==> src/rtl/board_manager.sv <==
// Board manager for a 4x4 gravity game: accepts column moves, keeps per-player
// occupancy masks and column heights, detects line wins and draws.
module board_manager (
  input  logic        i_clk,
  input  logic        i_rst_n,
  input  logic        i_new_game,
  input  logic        i_add,
  input  logic [1:0]  i_c_register,
  input  logic [4:0]  i_column_position,
  output logic [2:0]  o_counter_0,
  output logic [2:0]  o_counter_1,
  output logic [2:0]  o_counter_2,
  output logic [2:0]  o_counter_3,
  output logic [15:0] o_board_p0,
  output logic [15:0] o_board_p1,
  output logic        o_current_player,
  output logic        o_move_done,
  output logic        o_move_err,
  output logic        o_game_over,
  output logic [1:0]  o_winner
);

  typedef enum logic [1:0] {IDLE, COMMIT, CHECK, DONE} state_t;

  // Winning lines: four rows, four columns and the two diagonals.
  localparam logic [9:0][15:0] LINES = {
    16'h000F, 16'h00F0, 16'h0F00, 16'hF000,
    16'h1111, 16'h2222, 16'h4444, 16'h8888,
    16'h8421, 16'h1248
  };

  state_t      r_state;
  state_t      w_next;
  logic        r_add_d;
  logic        w_req;
  logic [1:0]  r_req_col;
  logic [4:0]  r_req_pos;
  logic [2:0]  r_cnt [4];
  logic [15:0] r_p0;
  logic [15:0] r_p1;
  logic        r_player;
  logic        r_done;
  logic        r_err;
  logic        r_over;
  logic [1:0]  r_winner;
  logic [2:0]  w_sel_cnt;
  logic [15:0] w_occupied;
  logic [15:0] w_mover_mask;
  logic        w_valid;
  logic        w_win;
  logic        w_full;

  // A request is the rising edge of add against its registered copy.
  assign w_req = i_add & ~r_add_d;

  // Move validation, win detection and draw detection for the current state.
  always_comb begin
    w_sel_cnt    = r_cnt[r_req_col];
    w_occupied   = r_p0 | r_p1;
    w_mover_mask = r_player ? r_p1 : r_p0;
    w_valid      = (r_req_pos != 5'b11111) && !r_req_pos[4] &&
                   (r_req_pos[1:0] == r_req_col) &&
                   (r_req_pos[4:2] == w_sel_cnt) &&
                   !w_occupied[r_req_pos[3:0]];
    w_win        = 1'b0;
    for (int i = 0; i < 10; i++) begin
      if ((w_mover_mask & LINES[i]) == LINES[i]) w_win = 1'b1;
    end
    w_full       = (r_cnt[0] == 3'd4) && (r_cnt[1] == 3'd4) &&
                   (r_cnt[2] == 3'd4) && (r_cnt[3] == 3'd4);
  end

  // Next-state selection; a new-game request always returns to IDLE.
  always_comb begin
    w_next = r_state;
    case (r_state)
      IDLE:    if (w_req && !r_over) w_next = COMMIT;
      COMMIT:  w_next = w_valid ? CHECK : IDLE;
      CHECK:   w_next = (w_win || w_full) ? DONE : IDLE;
      DONE:    w_next = DONE;
      default: w_next = IDLE;
    endcase
    if (i_new_game) w_next = IDLE;
  end

  // State register.
  always_ff @(posedge i_clk or negedge i_rst_n) begin
    if (!i_rst_n) r_state <= IDLE;
    else          r_state <= w_next;
  end

  // Board, counters, player turn, result flags and the one-cycle status pulses.
  always_ff @(posedge i_clk or negedge i_rst_n) begin
    if (!i_rst_n) begin
      r_add_d   <= 1'b0;
      r_req_col <= 2'd0;
      r_req_pos <= 5'd0;
      for (int i = 0; i < 4; i++) r_cnt[i] <= 3'd0;
      r_p0      <= 16'h0000;
      r_p1      <= 16'h0000;
      r_player  <= 1'b0;
      r_done    <= 1'b0;
      r_err     <= 1'b0;
      r_over    <= 1'b0;
      r_winner  <= 2'b00;
    end else begin
      r_add_d <= i_add;
      r_done  <= 1'b0;
      r_err   <= 1'b0;
      if (i_new_game) begin
        r_req_col <= 2'd0;
        r_req_pos <= 5'd0;
        for (int i = 0; i < 4; i++) r_cnt[i] <= 3'd0;
        r_p0      <= 16'h0000;
        r_p1      <= 16'h0000;
        r_player  <= 1'b0;
        r_over    <= 1'b0;
        r_winner  <= 2'b00;
      end else begin
        case (r_state)
          IDLE: begin
            if (w_req && !r_over) begin
              r_req_col <= i_c_register;
              r_req_pos <= i_column_position;
            end
          end
          COMMIT: begin
            if (w_valid) begin
              if (r_player) r_p1[r_req_pos[3:0]] <= 1'b1;
              else          r_p0[r_req_pos[3:0]] <= 1'b1;
              r_cnt[r_req_col] <= w_sel_cnt + 3'd1;
              r_done <= 1'b1;
            end else begin
              r_err <= 1'b1;
            end
          end
          CHECK: begin
            if (w_win) begin
              r_winner <= r_player ? 2'b10 : 2'b01;
              r_over   <= 1'b1;
            end else if (w_full) begin
              r_winner <= 2'b11;
              r_over   <= 1'b1;
            end else begin
              r_player <= ~r_player;
            end
          end
          default: ;
        endcase
      end
    end
  end

  assign o_counter_0      = r_cnt[0];
  assign o_counter_1      = r_cnt[1];
  assign o_counter_2      = r_cnt[2];
  assign o_counter_3      = r_cnt[3];
  assign o_board_p0       = r_p0;
  assign o_board_p1       = r_p1;
  assign o_current_player = r_player;
  assign o_move_done      = r_done;
  assign o_move_err       = r_err;
  assign o_game_over      = r_over;
  assign o_winner         = r_winner;

endmodule
==> config.mk <==
export PLATFORM = sky130hd
export DESIGN_NAME = board_manager
export DESIGN_NICKNAME = d
export VERILOG_FILES = /design/src/rtl/board_manager.sv
export SDC_FILE = /design/constraint.sdc
export NUM_CORES = 1
export LEC_CHECK = 0
export ABC_AREA = 1
export CAP_MARGIN = 15
export CORE_MARGIN = 1.5
export CORE_UTILIZATION = 50
export CTS_CLUSTER_DIAMETER = 120
export DETAILED_ROUTE_END_ITERATION = 16
export PLACE_DENSITY = 0.73
export SLEW_MARGIN = 0
export SYNTH_ARGS = -nofsm -noshare
export SYNTH_HDL_FRONTEND = slang
export SYNTH_SLANG_ARGS = --single-unit
==> constraint.sdc <==
create_clock -name i_clk -period 2.43 [get_ports i_clk]
set_clock_uncertainty 0.1 [all_clocks]
set_input_delay 0.243 -clock i_clk [delete_from_list [all_inputs] [get_ports i_clk]]
set_output_delay 0.243 -clock i_clk [all_outputs]
set_load 0.02 [all_outputs]
==> flow_summary.yaml <==
timing:
  max_slew_margin: 0.5075
  min_period_ns: 2.354
  finalCritPeriodShare: 0.9688
  fmax_mhz: 424.8
  rsz0062_at_grt: "yes"
  worst_slack_ns: 0.07583
  whs_ns: 0.2461
  finalHoldViolCount: 0
  setup_viol: 0
  worst_pin_slew_ns: 0.7387
  drv_slew: 0
synthesis:
  yosysUniqueCellTypes: 26
  ys.flop_type: "dfrtp_1"
  synthCells: 554
  synth-simple-area-share: 0.4165
  synth_area_um2: 3767
  synth_area_leaders: "dfrtp_1 (40%), nand2_1 (18%), nand3_1 (8.2%)"
  yosysWarnings: 0
  synth_top_cell_by_area: "dfrtp_1"
  synth.most_common_cell: "nand2_1"
  synth_compound_area_frac: 0.08236
  async_flop_share: 1.000
  seq_area_frac_synth: 0.3985
  yosys.area_share.adder: 0.003321
  yosys-mux-area-fraction: 0
  synth_commonest_cells: "nand2_1 (181), nand3_1 (62), dfrtp_1 (60)"
  synth.net_count: 566
  avgSynthCellArea_um2: 6.800
  synth-xor-area-share: 0.002325
  ys_ff_latch: 60
  synth.top_cell.area_share: 0.3985
  synth_top_family_by_area: "simple AND/OR/NAND/NOR gates"
  synth_edf_count: 0
route:
  drt_iter0_drc: 466
  drc: 0
  ant_nets: 0
  drt-pass1-iter-count: 5
  viasPerCell: 5.636
  via_count: 4058
  finalWirelength_mm: 11.05
  wire_per_inst_um: 15.34
setup_path:
  critPathRequiredTime_ns: 2.57
  path_class: "reg2reg"
  path_depth: 12
  crit_buf_inv: 1
  cp_slowest_cell: "dfrtp_2"
  cpPeakStageDelay_ns: 0.46
  start_kind: "flop"
  rr_startpoint: "r_req_pos[0]"
  worstRegToRegCells: 12
  reg2reg_setup_slack_ns: 0.08
  crit_arrival_ns: 2.49
  critical-path-top-delay-family: "simple AND/OR/NAND/NOR gates"
  worstSetupEndpointType: "flop"
  path_cells: "nand2_1 -> inv_1 -> o21ai_0 -> nand2_1 -> nor2_1 -> nor2_2 -> nor2_4 -> nand3_4 -> nand2_8 -> nand3_2 -> nand2_1 -> nand2_1"
  startpoint: "r_req_pos[0]"
  crit_top_cell: "nand2_1"
  rr_endpoint: "o_board_p1[8]"
  critPathMaxFanout: 20
place:
  dpl.hpwl_mm: 7.795
  placed_cells: 702
  gp_congestion: 0.9487
  place_ws_ns: 0.1581
  port_buffers: 60
  place_area_um2: 4453
die:
  pin_count: 61
  start_util: 0.5194
  die_h_um: 89.80
  fp-row-count: 31
  core-area_um2: 7253
  die_x_um: 89.80
  dieArea_um2: 8064
power:
  seqPwrFrac: 0.391
  p_comb_frac: 0.344
  power_density_nw_per_um2: 740.1
  power_switching_uw: 1362
  p_leak_uw: 0.002272
  p_clk_frac: 0.265
  p_sw_frac: 0.3928
  ir_worst_vdd_mv: 0.7098
  intPower_uw: 2106
  power_uw: 3468
min_path:
  hp-start: "i_add"
  whs_endpoint: "r_add_d"
  min_path_type: "in2reg"
  holdPathStages: 1
clocking:
  cts_buffers: 9
  cts_buffer_depth: 2
  cts_tree: "built"
  cts.sinks: 60
  cts.clk_slew.worst_paths_ns: 0.07
  cts_setup_buffers: 0
  worstSkewPairLatency_ns: 0.35
  cts-root-buf: "clkbuf_8"
  cts.htree.levels: 3
final_layout:
  syn2layout_area_growth_pct: 24.38
  diodes: 0
  fin_nets: 628
  n_fill_cell: 654
  fin_area_um2: 4686
  drive_above_1_share: 0.07890
  final_cells: 720
global_route:
  grt_usage: 0.2809
  first_global_vias: 3783
  antenna_found_initial: 0
  grt.met1_usage: 0.3930
  grt_pass1_wl_mm: 18.35
  grt_max_degree: 41
  gr-total-overflow: 0
  use_met3: 0.04907
  grt-busiest-layer: "met2"
  grt_util_met2: 0.4230
flow_run:
  drv_cap: 0
status:
  status: "completed"
cell type report:
cell class	instances	area, um2	share of cell area
multi-input combinational	411	1918	0.4093
sequential	60	1505	0.3212
timing repair buffer	73	708.2	0.1511
inverter	61	229.0	0.04887
clock buffer	10	137.6	0.02937
tap	99	123.9	0.02644
clock inverter	6	63.81	0.01362
metal layers:
layer | vias up | wire length [um] | share of wire
met5 | - | 0 | 0
met4 | 0 | 276 | 0.025
met3 | 34 | 887 | 0.080
met2 | 203 | 4798 | 0.43
met1 | 1891 | 5083 | 0.46
li1 | 1930 | - | -
how the worst max path moves through the flow:
stage	end
2_1_floorplan	o_board_p1[10]
3_3_place_gp	o_board_p0[6]
3_5_place_dp	o_board_p1[13]
4_1_cts	o_board_p1[10]
5_1_grt	o_board_p1[8]
6_report	o_board_p1[8]
kinds of logic (layout without fill, tap and decap cells):
logic type | count (synthesis) | in the layout
flip-flops | 60 | 60
buffers and inverters | 84 | 150
AO/OA/AOI/OAI | 61 | 61
XOR/XNOR | 1 | 1
AND/OR/NAND/NOR | 347 | 348
adder cells (fa/ha/maj) | 1 | 1
repair_timing:
| item | 4_1_cts | 5_1_grt |
|---|---|---|
| endpoints found under the setup margin | 0 | 33 |
| gates resized for setup | 0 | 5 |
| hold endpoints to repair | 31 | 0 |
| hold buffers | 1 | 0 |
stage by stage:
stage | TNS, ns | utilization
floorplan | 0 | -
global placement | 0 | 0.6139
detailed placement | 0 | 0.6139
CTS | 0 | 0.6431
global route | -0.4441 | 0.6460
finish | 0 | 0.6460
power by group through the flow:
stage          sequential (uW)  clock [uW]  combinational (uW)
5_1_grt                   1380         972                1310
6_report                  1360         919                1190
3_3_place_gp              1360           0                1140
2_1_floorplan             1460           0                 588
3_5_place_dp              1360           0                1170
4_1_cts                   1350         931                1180
placed cells by master, fill, tap and decap left out:
cell	synthesis	final
buf_4	4	11
nand2_1	181	181
inv_2	3	3
dfrtp_2	0	3
dfrtp_1	60	57
nor3b_1	1	1
nand2_4	0	1
dlygate4sd3_1	0	1
inv_1	58	58
nor2_2	2	3
clkbuf_8	0	10
nor2_1	50	49
a22oi_1	1	1
nand2_8	1	1
nand2_2	3	2
xor2_1	1	1
nor2_4	2	2
clkinvlp_4	0	2
nor3_1	7	7
nand3_1	62	62
nand3_4	3	3
nand3_2	1	2
clkinv_4	0	1
buf_12	0	1
bufinv_16	0	1
nand4_1	34	34
a21oi_1	37	37
clkinv_2	0	2
clkdlybuf4s50_1	0	59
o211ai_1	1	1
ha_1	1	1
o21ai_0	22	22
buf_2	1	1
registers in the layout, summed over array words and instances, names as in the netlist:
register,cells
o_counter_1,3
o_counter_2,3
r_req_col,2
r_add_d,1
o_counter_3,3
o_counter_0,3
o_move_err,1
o_current_player,1
r_req_pos,5
o_board_p1,16
o_board_p0,16
o_winner,2
o_move_done,1
o_game_over,1
r_state,2
Note: power is estimated with default switching activity, not from simulation.
==> RTL edit 1, RTL diff (config.mk and constraints unchanged) <==
Encoding of `state_t`: now one-hot (4 bits for 4 states).
--- a/src/rtl/board_manager.sv
+++ b/src/rtl/board_manager.sv
@@ -20,7 +20,7 @@
   output logic [1:0]  o_winner
 );
 
-  typedef enum logic [1:0] {IDLE, COMMIT, CHECK, DONE} state_t;
+  typedef enum logic [3:0] {IDLE = 4'b0001, COMMIT = 4'b0010, CHECK = 4'b0100, DONE = 4'b1000} state_t;
 
   // Winning lines: four rows, four columns and the two diagonals.
   localparam logic [9:0][15:0] LINES = {
Formal check against the unedited RTL: same outputs for any inputs over 10 cycles, from zero or initial values and one cycle with i_rst_n low; not proved beyond that.
==> RTL edit 1 against the original RTL <==
Sequential cell count is 2 higher; largest power group unchanged; area after synthesis up 2.9%; total power fell by 13%; critical endpoint is now o_board_p0[14]; setup slack improved by 0.11 ns; routed wire length grew 2.2%; critical path depth rose by 1; clock power is 14% higher; largest cell class unchanged; design area up 3.5%.
==> RTL edit 1: results <==
metrics = {
    "layout": {
        "drive_above_1_share_pct": 9.58,
        "fin_nets": 633,
        "num_antenna_cells": 0,
        "fin_cells": 725,
        "fill_cells": 671,
    },
    "setup_path": {
        "worstPathArrival_ns": 2.39,
        "critPathMaxFanout": 18,
        "cpPeakStageDelay_ns": 0.54,
        "crit_family": "simple AND/OR/NAND/NOR gates",
        "critPathSlowestCell": "dfrtp_1",
    },
    "cts": {
        "cts_buffers": 9,
        "clockBufferDepth": 2,
        "clk_pin_slew_ns": 0.08,
        "worst_skew_pair.late_latency_ns": 0.36,
        "htreeDepth": 3,
        "root_buffer": "clkbuf_8",
    },
    "timing": {
        "slew_headroom_pct": 41.7,
    },
    "place": {
        "hpwl_um": 8110,
        "io_buffers": 60,
        "dp_cells": 705,
        "place.gp.congestion": 0.916,
    },
    "power_and_ir_drop": {
        "p_leak_nw": 2.30,
        "ir_drop_uv": 333,
    },
    "synth": {
        "seq_area_frac_synth_pct": 40.1,
        "ys_types": 27,
        "synthTopCellsByArea": "dfrtp_1 39%, nand2_1 18%, nand4_1 8.2%, inv_1 5.5%, nand3_1 4.6%",
        "avgSynthCellArea_um2": 6.91,
        "synth_edf_count": 0,
        "async_reset_ff_share_pct": 100,
        "synth.cells.most_frequent": "187 x nand2_1, 61 x dfrtp_1, 57 x inv_1",
        "synth.net_count": 573,
        "synthFlopType": "dfrtp_1",
        "yosys_warnings": 0,
    },
    "global_routing": {
        "grt_antenna_before_repair": 0,
        "grt_pass1_vias": 3744,
        "grt_max_degree": 44,
        "grt_pass1_wl_um": 18700,
        "grt_use_total_pct": 28.3,
    },
    "route": {
        "drt_pass1_iterations": 5,
        "drt_iter0_markers": 295,
        "wire_per_inst_um": 15.6,
        "viasPerCell": 5.58,
    },
    "run_status": {
        "status": "complete, no violations",
    },
    "worst_hold_path": {
        "hold_class": "in2reg",
    },
}
RTL edit 1: cell types whose count changed after synthesis, moves of 3 or more:
cell	unedited run	this run
buf_2	1	5
nand2_1	181	187
nand2_2	3	11
nand3_1	62	36
nand4_1	34	51
nor2_1	50	34
nor2_2	2	5
o21ai_0	22	33
RTL edit 1: worst paths after layout:
kind,start,to,slack (ns),depth (start not counted)
worst max-delay path,r_req_col[1],o_board_p0[14],0.18,13
worst min-delay path,i_add,r_add_d,0.25,1
worst max register to register,r_req_col[1],o_board_p0[14],0.18,13
worst min register to register,o_board_p0[10],o_board_p0[10],0.42,2
max in group asynchronous,i_rst_n,r_state[0],1.24,3
min in group asynchronous,i_rst_n,r_add_d,0.33,2
RTL edit 1: cell families (layout without fill, tap and decap cells):
logic type,count (synthesis),count (layout),share of synthesized area (%)
AO/OA/AOI/OAI,69,69,9.01
buffers and inverters,86,150,9.46
flip-flops,62,62,40.1
adder cells (fa/ha/maj),1,1,0.323
AND/OR/NAND/NOR,342,343,40.9
XOR/XNOR,1,1,0.226
RTL edit 1: where the power goes:
| group | switching, mW | internal, mW |
|---|---|---|
| Combinational | 0.507 | 0.281 |
| Sequential | 0.0876 | 1.10 |
| Clock | 0.466 | 0.580 |
RTL edit 1: area by class of cell:
cell class                      count  area, um^2  area share, %
Clock buffer                        9         124           2.55
Clock inverter                      7        97.6           2.01
Inverter                           61         235           4.85
Multi-Input combinational cell    414        1980           40.9
Sequential cell                    62        1550           32.0
Tap cell                           99         124           2.55
Timing Repair Buffer               73         733           15.1
RTL edit 1: what timing repair did:
| item | CTS | global route |
|---|---|---|
| gates resized for setup | 1 | 4 |
| endpoints found under the hold margin | 26 | 0 |
| setup buffers | 2 | 0 |
| hold buffers | 1 | 0 |
| endpoints found under the setup margin | 17 | 37 |
| gates cloned | 0 | 1 |
RTL edit 1: per-layer routing:
| layer | track usage [%] | routed length (um) | vias up |
|---|---|---|---|
| li1 | - | - | 1974 |
| met1 | 40.0 | 5230 | 1870 |
| met2 | 43.6 | 5010 | 182 |
| met3 | 5.61 | 908 | 17 |
| met4 | 9.11 | 142 | 0 |
| met5 | 0 | 0 | - |
RTL edit 1: per-stage QoR:
step	util (%)	TNS [ns]	instance area (um^2)	setup WS [ns]
5_1_grt	65.8	0	4850	0.00445
2_1_floorplan	-	0	3870	0.555
6_report	65.8	0	4850	0.185
4_1_cts	65.4	0	4820	0.0811
3_3_place_gp	62.0	0	4570	0.000787
3_5_place_dp	62.0	-0.0118	4570	-0.00693
==> RTL edit 2, RTL diff (config.mk and constraints unchanged) <==
Made on the original files. Put a register stage on the outputs `o_counter_0`, `o_counter_1`, `o_counter_2` and `o_counter_3`. The values now appear one clock later. The other outputs are not delayed to match.
--- a/src/rtl/board_manager.sv
+++ b/src/rtl/board_manager.sv
@@ -151,10 +151,12 @@
     end
   end
 
-  assign o_counter_0      = r_cnt[0];
-  assign o_counter_1      = r_cnt[1];
-  assign o_counter_2      = r_cnt[2];
-  assign o_counter_3      = r_cnt[3];
+  always_ff @(posedge i_clk) begin
+    o_counter_0 <= r_cnt[0];
+    o_counter_1 <= r_cnt[1];
+    o_counter_2 <= r_cnt[2];
+    o_counter_3 <= r_cnt[3];
+  end
   assign o_board_p0       = r_p0;
   assign o_board_p1       = r_p1;
   assign o_current_player = r_player;
Check against the original RTL: not equivalent (a bounded check fails within 4 cycles, from zero or initial values and one cycle with i_rst_n low).
==> RTL edit 2 against the original RTL <==
Area after synthesis is 6.0% higher; design area is 4.5% higher; routed wire length is 0.37% lower; sequential cell count is 12 higher; setup slack better by 0.16 ns; total power is 5.6% higher; critical endpoint is now o_board_p0[3]; largest power group unchanged; highest routed layer unchanged.
==> RTL edit 2: results <==
metrics = {
    "run_status": {
        "status": "complete, no violations",
    },
    "route": {
        "wirelength_um": 11000,
        "wl_met1_um": 5180,
        "drt_pass1_iterations": 7,
        "viasPerCell": 5.41,
        "dr_wl_met2_um": 4720,
    },
    "power_and_ir_drop": {
        "ir_drop_uv": 388,
        "p_leak_nw": 2.30,
        "switchingPower_mw": 1.39,
    },
    "global_routing": {
        "grt_pass1_wl_um": 18300,
        "use_met3_pct": 6.24,
        "grt_use_total_pct": 27.6,
        "groute.layer.met2.usage_pct": 40.4,
        "grt_max_degree": 37,
    },
    "timing": {
        "tightest_slew_ns": 0.737,
    },
    "synth": {
        "synthTopCellsByArea": "dfrtp_1 38%, nand2_1 16%, nand3_1 9.4%, dfxtp_1 6.0%, nor2_1 5.1%",
        "seq_area_frac_synth_pct": 43.6,
        "ys_types": 31,
        "synth.net_count": 573,
    },
    "place": {
        "dp_cells": 713,
        "hpwl_um": 7970,
    },
    "setup_path": {
        "reg2reg_setup_slack_ns": 0.24,
        "cp-endpoint": "o_board_p0[3]",
        "worstPathArrival_ns": 2.33,
    },
    "cts": {
        "clk_pin_slew_ns": 0.09,
    },
    "layout": {
        "drive_above_1_share_pct": 8.44,
        "fin_cells": 730,
        "fin_nets": 635,
    },
}
==> RTL edit 2: per-stage QoR <==
step           setup slack [ns]  power (mW)  hold slack [ns]  util (%)
6_report                  0.240        3.66            0.252      63.4
5_1_grt                  0.0270        3.87            0.255      63.4
4_1_cts                   0.182        3.68            0.248      63.4
3_5_place_dp              0.227        2.66            0.241      60.5
3_3_place_gp              0.305        2.64            0.237      60.5
2_1_floorplan             0.563        2.19           -0.153         -
==> RTL edit 2: worst max-delay path, cell delays in order, from the launching register on <==
cell and delay, ns:
dfrtp_1 0.46, nand2_1 0.18, inv_1 0.07, o21ai_0 0.07, nand2_1 0.10, nor2_1 0.15, nor2_2 0.06, nor2_4 0.18
nand3_2 0.12, nand2_2 0.15, nand3_4 0.23, nand2_1 0.14, nand2_1 0.06
==> RTL edit 2: kinds of logic after synthesis <==
kind of cell    share of synthesized area [%]
compound gates                           8.77
xor+xnor                                0.219
fa+ha+maj                               0.313
buf+inv                                  9.40
flops                                    43.6
simple gates                             37.7
==> RTL edit 2: power groups by stage <==
stage,combinational [mW],sequential [mW],clock (mW)
after global routing,1.25,1.54,1.08
after floorplan,0.544,1.64,0
after detailed placement,1.13,1.53,0
final,1.13,1.51,1.01
after global placement,1.11,1.53,0
after CTS,1.13,1.51,1.03
==> RTL edit 2: repair_timing <==
item | CTS | global route
endpoints found under the setup margin | 0 | 17
resized for setup | 0 | 2
hold buffers | 1 | 0
hold endpoints to repair | 30 | 0
buffers inserted | 0 | 0
==> RTL edit 2: area by class of cell <==
class / count / area, um^2
Clock inverter: 7 / 85.1
Tap cell: 102 / 128
Fill cell: 707 / 2830
Timing Repair Buffer: 73 / 708
Clock buffer: 9 / 124
Multi-Input combinational cell: 406 / 1880
Inverter: 61 / 231
Sequential cell: 72 / 1740
